--- config.mk ---
export PLATFORM = sky130hd
export DESIGN_NAME = alu_control_mc
export DESIGN_NICKNAME = d
export VERILOG_FILES = /design/src/rtl/alu_control_mc.sv
export SDC_FILE = /design/constraint.sdc
export NUM_CORES = 1
export LEC_CHECK = 0
export BUFFER_PORTS_ARGS = -buffer_cell sky130_fd_sc_hd__buf_2
export CAP_MARGIN = 25
export CORE_UTILIZATION = 40
export CTS_BUF_LIST = sky130_fd_sc_hd__clkbuf_16
export CTS_CLUSTER_DIAMETER = 30
export CTS_CLUSTER_SIZE = 28
export DETAILED_ROUTE_END_ITERATION = 10
export GPL_TIMING_DRIVEN = 0
export PLACE_DENSITY = 0.69
export SETUP_SLACK_MARGIN = 0.02
export SLEW_MARGIN = 10
export SYNTH_ARGS = -nofsm -noshare
export SYNTH_HDL_FRONTEND = slang
export SYNTH_SLANG_ARGS = --single-unit
--- constraint.sdc ---
create_clock -name clk -period 2.2 [get_ports clk]
set_input_delay 0.22 -clock clk [delete_from_list [all_inputs] [get_ports clk]]
set_output_delay 0.22 -clock clk [all_outputs]
set_load 0.05 [all_outputs]
--- src/rtl/alu_control_mc.sv ---
// rtl/alu_control_mc.sv - ALU control decoder with handshake and multi-cycle MULT/DIV sequencing
// Single-cycle codes go straight to OUT; MULT/DIV wait in MULTI for their latency first.
module alu_control_mc #(
    parameter int CODE_WIDTH = 4,
    parameter int MUL_LAT    = 4,
    parameter int DIV_LAT    = 8,
    parameter bit EN_MULDIV  = 1'b1
) (
    input  logic                  clk,
    input  logic                  reset,
    input  logic [2:0]            alu_op_i,
    input  logic [5:0]            alu_function_i,
    input  logic                  valid_i,
    output logic                  ready_o,
    input  logic                  ready_i,
    output logic                  valid_o,
    output logic [CODE_WIDTH-1:0] alu_operation_o,
    output logic                  busy_o,
    output logic                  multicycle_o
);

    localparam int MAX_LAT = (MUL_LAT > DIV_LAT) ? MUL_LAT : DIV_LAT;
    localparam int CNT_W   = ($clog2(MAX_LAT) < 1) ? 1 : $clog2(MAX_LAT);

    typedef enum logic [1:0] {S_IDLE, S_MULTI, S_OUT} state_t;

    state_t                r_state, w_state_nx;
    logic [CNT_W-1:0]      r_cnt, w_cnt_nx;
    logic [CODE_WIDTH-1:0] r_code, w_code_nx;
    logic [CODE_WIDTH-1:0] r_pend, w_pend_nx;
    logic                  r_mc, w_mc_nx;

    logic [3:0]            w_dec;
    logic                  w_is_mul;
    logic                  w_is_div;
    logic                  w_accept;
    logic [CNT_W-1:0]      w_cnt_load;

    always_comb begin
        w_dec    = 4'd9;
        w_is_mul = 1'b0;
        w_is_div = 1'b0;
        case (alu_op_i)
            3'b111: begin
                case (alu_function_i)
                    6'b100010: w_dec = 4'd1;
                    6'b100101: w_dec = 4'd2;
                    6'b100000: w_dec = 4'd3;
                    6'b000000: w_dec = 4'd5;
                    6'b000010: w_dec = 4'd6;
                    6'b100100: w_dec = 4'd7;
                    6'b100111: w_dec = 4'd8;
                    6'b001000: w_dec = 4'hA;
                    6'b011000: begin
                        if (EN_MULDIV) begin
                            w_dec    = 4'hB;
                            w_is_mul = 1'b1;
                        end
                    end
                    6'b011010: begin
                        if (EN_MULDIV) begin
                            w_dec    = 4'hC;
                            w_is_div = 1'b1;
                        end
                    end
                    default: w_dec = 4'd9;
                endcase
            end
            3'b100:  w_dec = 4'd3;
            3'b001:  w_dec = 4'd4;
            3'b010:  w_dec = 4'd2;
            3'b011:  w_dec = 4'd7;
            3'b101:  w_dec = 4'd3;
            3'b110:  w_dec = 4'd1;
            default: w_dec = 4'd9;
        endcase
    end

    assign ready_o    = (r_state == S_IDLE) || ((r_state == S_OUT) && ready_i);
    assign w_accept   = valid_i && ready_o;
    assign w_cnt_load = w_is_mul ? CNT_W'(MUL_LAT - 2) : CNT_W'(DIV_LAT - 2);

    always_comb begin
        w_state_nx = r_state;
        w_cnt_nx   = r_cnt;
        w_code_nx  = r_code;
        w_pend_nx  = r_pend;
        w_mc_nx    = r_mc;
        case (r_state)
            S_IDLE, S_OUT: begin
                if (w_accept) begin
                    w_mc_nx = 1'b0;
                    if (w_is_mul || w_is_div) begin
                        w_state_nx = S_MULTI;
                        w_cnt_nx   = w_cnt_load;
                        w_pend_nx  = CODE_WIDTH'(w_dec);
                    end else begin
                        w_state_nx = S_OUT;
                        w_code_nx  = CODE_WIDTH'(w_dec);
                    end
                end else if ((r_state == S_OUT) && ready_i) begin
                    w_state_nx = S_IDLE;
                    w_mc_nx    = 1'b0;
                end
            end
            S_MULTI: begin
                // The pending code is only exposed once the latency has elapsed
                if (r_cnt == '0) begin
                    w_state_nx = S_OUT;
                    w_code_nx  = r_pend;
                    w_mc_nx    = 1'b1;
                end else begin
                    w_cnt_nx = r_cnt - 1'b1;
                end
            end
            default: w_state_nx = S_IDLE;
        endcase
    end

    always_ff @(posedge clk) begin
        if (reset) begin
            r_state <= S_IDLE;
            r_cnt   <= '0;
            r_code  <= CODE_WIDTH'(4'd9);
            r_pend  <= CODE_WIDTH'(4'd9);
            r_mc    <= 1'b0;
        end else begin
            r_state <= w_state_nx;
            r_cnt   <= w_cnt_nx;
            r_code  <= w_code_nx;
            r_pend  <= w_pend_nx;
            r_mc    <= w_mc_nx;
        end
    end

    assign valid_o         = (r_state == S_OUT);
    assign busy_o          = (r_state == S_MULTI);
    assign multicycle_o    = r_mc;
    assign alu_operation_o = r_code;

endmodule

* Yosys cells after proc, flatten, opt, wreduce, memory -nomap -nowiden
Cells that the tools add are included.
** Cells by class
- $add $sub $neg :: 1
- Equal/unequal tests :: 24
- Multiplexer cells :: 24
- Reduce and logical (&&, ||, !) cells :: 15
** Operator list (count)
- $pmux W4 S10 :: 1
- $eq A6 B6 Y1 const B :: 5
- $pmux W4 S6 :: 1
- $eq A3 B3 Y1 const B :: 4
- $eq A6 B5 Y1 const B :: 2
- $mux W3 :: 4
- $mux W4 :: 3
- $mux W2 :: 4
- $ne A2 B2 Y1 const B :: 4
- $pmux W4 S2 :: 1
- $reduce_and A4 Y1 :: 2
- $mux W1 :: 7
- $eq A3 B2 Y1 const B :: 2
- $eq A6 B2 Y1 const B :: 1
- $eq A6 B4 Y1 const B :: 1
- $logic_not A6 Y1 :: 1
- $pmux W3 S2 :: 1
- $reduce_and A3 Y1 :: 2
- $pmux W2 S2 :: 1
- $reduce_or A2 Y1 :: 2
- $eq A3 B1 Y1 const B :: 1
- $logic_not A3 Y1 :: 1
- $ne A3 B3 Y1 const B :: 1
- $sub A3 B1 Y3 const B :: 1
- other kinds (9) :: 11
** Storage, ports and cells
- Register bits :: 14
- Word-level logic and storage cells :: 69
- Output and inout port bits :: 8
- Input port bits :: 13

* Depth between registers and ports, before layout
- Depth after elaboration :: 7
- Gate-level depth with buffers :: 7
- Mapped depth without buffers :: 7

* Least setup slack after synthesis
Ideal clock, no wire load.
- Path kind :: register to register
- Start point :: reg r_state[0]
- End point :: reg r_cnt[2]
- Stages on the path, launching flop included :: 6
- Path buffers :: 0
- Arrival time :: 1517 ps
- Path slack :: 613 ps
- Period minus slack after synthesis :: 1587 ps
- Setup time :: 71 ps
- Required time :: 2129 ps
- Cell sequence :: dfxtp_1 nand2b_1 inv_1 nor2_1 a221o_1 a21oi_1
** On the way
- Elaborated cells between the ends (all ways) :: 13
- Those cells by class :: eq/ne (5); mux (1); reduce/logical (7)
** RTL lines
- from (decl) :: line 27 : state_t r_state, w_state_nx;
- from (signal assigned) :: line 128 : r_state <= w_state_nx;
- $eq A2 B1 Y1 *
- net busy_o :: line 18 : output logic busy_o,
- $ne A2 B2 Y1 (no line) / $reduce_bool A2 Y1 (equally long branches)
- $reduce_and A4 Y1 (no line)
- to (signal assigned) :: line 129 : r_cnt <= w_cnt_nx;
- to (decl) :: line 28 : logic [CNT_W-1:0] r_cnt, w_cnt_nx;
The timed path passes the listed nets; every way through them passes the cells marked *.
A chain may end at the register's enable or synchronous reset.

* Worst setup path after layout
- Start point :: reg r_state[0]
- End point :: out busy_o
** On the way
- Cells in the longest elaborated chain, start to end :: 1
** RTL lines
- $eq A2 B1 Y1 :: line 137 : assign busy_o = (r_state == S_MULTI);
- to (decl) :: line 18
Every way passes these cells.

==> results.cfg <==
[detailed_routing]
dr_total_vias = 939
ant_nets = 0
dr.pass1.iters = 4
drt_iter0_drc = 30
drc_errors = 0
wirelength_mm = 2.14
via_per_inst = 5.49
avgRoutedWirePerCell_um = 12.5

[layout]
final_util_pct = 51.8
final_common_cell = buf_2
final_cell_area_um2 = 1150
areaGrowthSynthToFinish_pct = 21.0
num-fill-cells = 224
diodes = 0
drive_above_1_share_pct = 21.7
nets = 160
final_cell_mix = buf_2, a21oi_1, dfxtp_1

[clock_tree]
clock-root-buffer = clkbuf_16
postCtsHoldBufs = 0
ctsResizeCount = 0
clock_latency_ns = 0.24
postCtsSetupBuffers = 0
cts_tree = built
h-tree-depth = 1
clk_pin_slew_ns = 0.05
numCtsBuffers = 3
cts_sinks = 14
clockBufferDepth = 2

[floorplanning]
core_um2 = 2210
fp-row-count = 17
die_w_um = 50.7
io_pins = 21
die-area_um2 = 2570
die_h_um = 50.7
start_util_pct = 42.8

[global_route]
grt_pass1_wl_mm = 3.46
grt_usage_pct = 17.9
grt_max_degree = 11
antenna_found_initial = 0
grt_pass1_vias = 825
grt_overflow = 0

[timing]
maxSlewViolCount = 0
rsz0062_at_grt = false
tightest_slew_ns = 0.464
worst_slack_ns = 0.435
finalSetupViolations = 0
finalClockSkew_ns = 0.00509
tns_ns = 0
fin_crit_sh_pct = 80.2
max_freq_ghz = 0.567
final.min_clock_period_ns = 1.76
slew_headroom_pct = 69.1
finalHoldViolCount = 0

[yosys]
synth_fp_nets = 138
syn_area_um2 = 947
synth-edff-count = 0
avgSynthCellArea_um2 = 7.76
synth.distinct_cells = 39
ys_seq_elements = 14
ys_async_sr_fraction_pct = 0
synth_cells = 122
ys_warn_count = 0
yosysSeqAreaShare_pct = 29.6
synth-main-ff-cell = dfxtp_1

[status]
status = complete, no violations

[setup_path]
cp_num_cells = 3
arrival_ns = 1.54
reg2reg_slack_ns = 0.56
crit_chain = nand2b_1 > inv_1 > buf_2
path_buf_inv = 2
r2r_end = r_cnt[2]$_SDFFE_PP0P_
crit_path_end = busy_o
end_kind = output pin
cpPeakStageDelay_ns = 0.44
cp-startpoint = r_state[0]$_SDFFE_PP0P_
cp_top_family = buffers and inverters
worstSetupPathType = reg2out
critPathLaunchType = flip-flop
cp_max_fo = 7
rr_startpoint = r_cnt[0]$_SDFFE_PP0P_
required_ns = 1.98
critPathSlowestCell = dfxtp_1
reg2reg_depth = 7

[pwr]
p_sw_uw = 191
internal_power_uw = 547
p_leak_nw = 0.449
p_comb_share_pct = 17.7
seq_power_share_pct = 36.0
pwr-share-clk_pct = 46.3
swShare_pct = 25.9
vdd_ir_drop_max_mv = 0.356
p_per_area_nw_per_um2 = 644

[worst_hold_path]
min_from = reset
hp-class = in2reg

[place]
routabilityCongestion = 0.778
placed_cell_area_um2 = 1070
port-buffer-count = 17
place_ws_ns = 0.373
dpl.hpwl_mm = 1.58

[flow_run]
cap_violations = 0
-- power by group through the flow --
stage,sequential (mW),clock (mW),combinational (mW)
finish,0.266,0.342,0.131
global route,0.267,0.358,0.142
CTS,0.266,0.346,0.131
detailed placement,0.271,0,0.130
global placement,0.270,0,0.128
floorplan,0.291,0,0.0757
-- stage by stage --
stage          cells  hold WS (ns)  power (mW)
3_5_place_dp     167         0.430       0.401
2_1_floorplan    122         0.322       0.367
6_report         171         0.206       0.738
5_1_grt          171         0.220       0.766
4_1_cts          171         0.210       0.743
3_3_place_gp     167         0.434       0.398
-- cell families (layout without fill, tap and decap cells) --
logic type	Yosys count	after routing	share of synthesized area [%]
AOI/OAI and AO/OA	38	38	26.6
xor gates and xnor gates	1	1	0.925
adders and majority gates	3	3	3.96
buffers and inverters	14	35	6.74
DFF	14	14	29.6
muxes	1	1	1.06
and+or+nand+nor	51	51	31.2
-- worst min-delay path by stage --
| stage | cells after the start | endpoint | slack (ns) |
|---|---|---|---|
| 5_1_grt | 2 | r_pend[3]$_SDFFE_PP1P_ | 0.22 |
| 3_3_place_gp | 1 | r_pend[3]$_SDFFE_PP1P_ | 0.43 |
| 3_5_place_dp | 1 | r_pend[3]$_SDFFE_PP1P_ | 0.43 |
| 6_report | 2 | r_pend[3]$_SDFFE_PP1P_ | 0.21 |
| 4_1_cts | 2 | r_pend[3]$_SDFFE_PP1P_ | 0.21 |
| 2_1_floorplan | 1 | r_pend[3]$_SDFFE_PP1P_ | 0.32 |
-- flip-flops by register name, indices dropped and copies added (netlist names) --
| register | count |
|---|---|
| alu_operation_o | 4 |
| r_pend | 4 |
| r_cnt | 3 |
| r_state | 2 |
| multicycle_o | 1 |
-- layout make-up --
class | instances | area [µm²] | area share (%)
Multi-Input combinational cell | 94 | 603 | 52.6
Sequential cell | 14 | 280 | 24.5
Timing Repair Buffer | 17 | 85.1 | 7.42
Clock buffer | 3 | 75.1 | 6.55
Buffer | 8 | 41.3 | 3.60
Tap cell | 28 | 35.0 | 3.06
Inverter | 6 | 22.5 | 1.97
Clock inverter | 1 | 3.75 | 0.328
-- synthesized netlist by cell type (3+ instances only) --
cell type	count	share of area (%)
nand2b_1	6	4.0
buf_2	3	1.6
inv_1	6	2.4
nor2_1	12	4.8
clkbuf_1	4	1.6
o21a_1	3	2.4
ha_1	3	4.0
a21oi_1	14	7.4
nor4b_1	4	3.7
o22ai_1	3	2.0
nor4_1	5	3.3
dfxtp_1	14	30
nand2_1	8	3.2
nor3_1	3	1.6
o21ai_0	4	2.1
-- layer usage --
| layer | share of wire [%] | track usage [%] | routed length [µm] | vias to the layer above |
|---|---|---|---|---|
| li1 | - | - | - | 487 |
| met1 | 47 | 21.5 | 1020 | 423 |
| met2 | 48 | 30.9 | 1030 | 26 |
| met3 | 3.2 | 1.82 | 68 | 3 |
| met4 | 0.98 | 9.72 | 21 | 0 |
| met5 | 0 | 0 | 0 | - |
-- worst register-to-register path: cells and delay by family (launching register included) --
family	cells	cell delay [ns]
buf+inv	1	0.05
flops	1	0.35
compound gates	3	0.55
simple gates	1	0.18
fa+ha+maj	2	0.44
(Power assumes the default switching activity.)
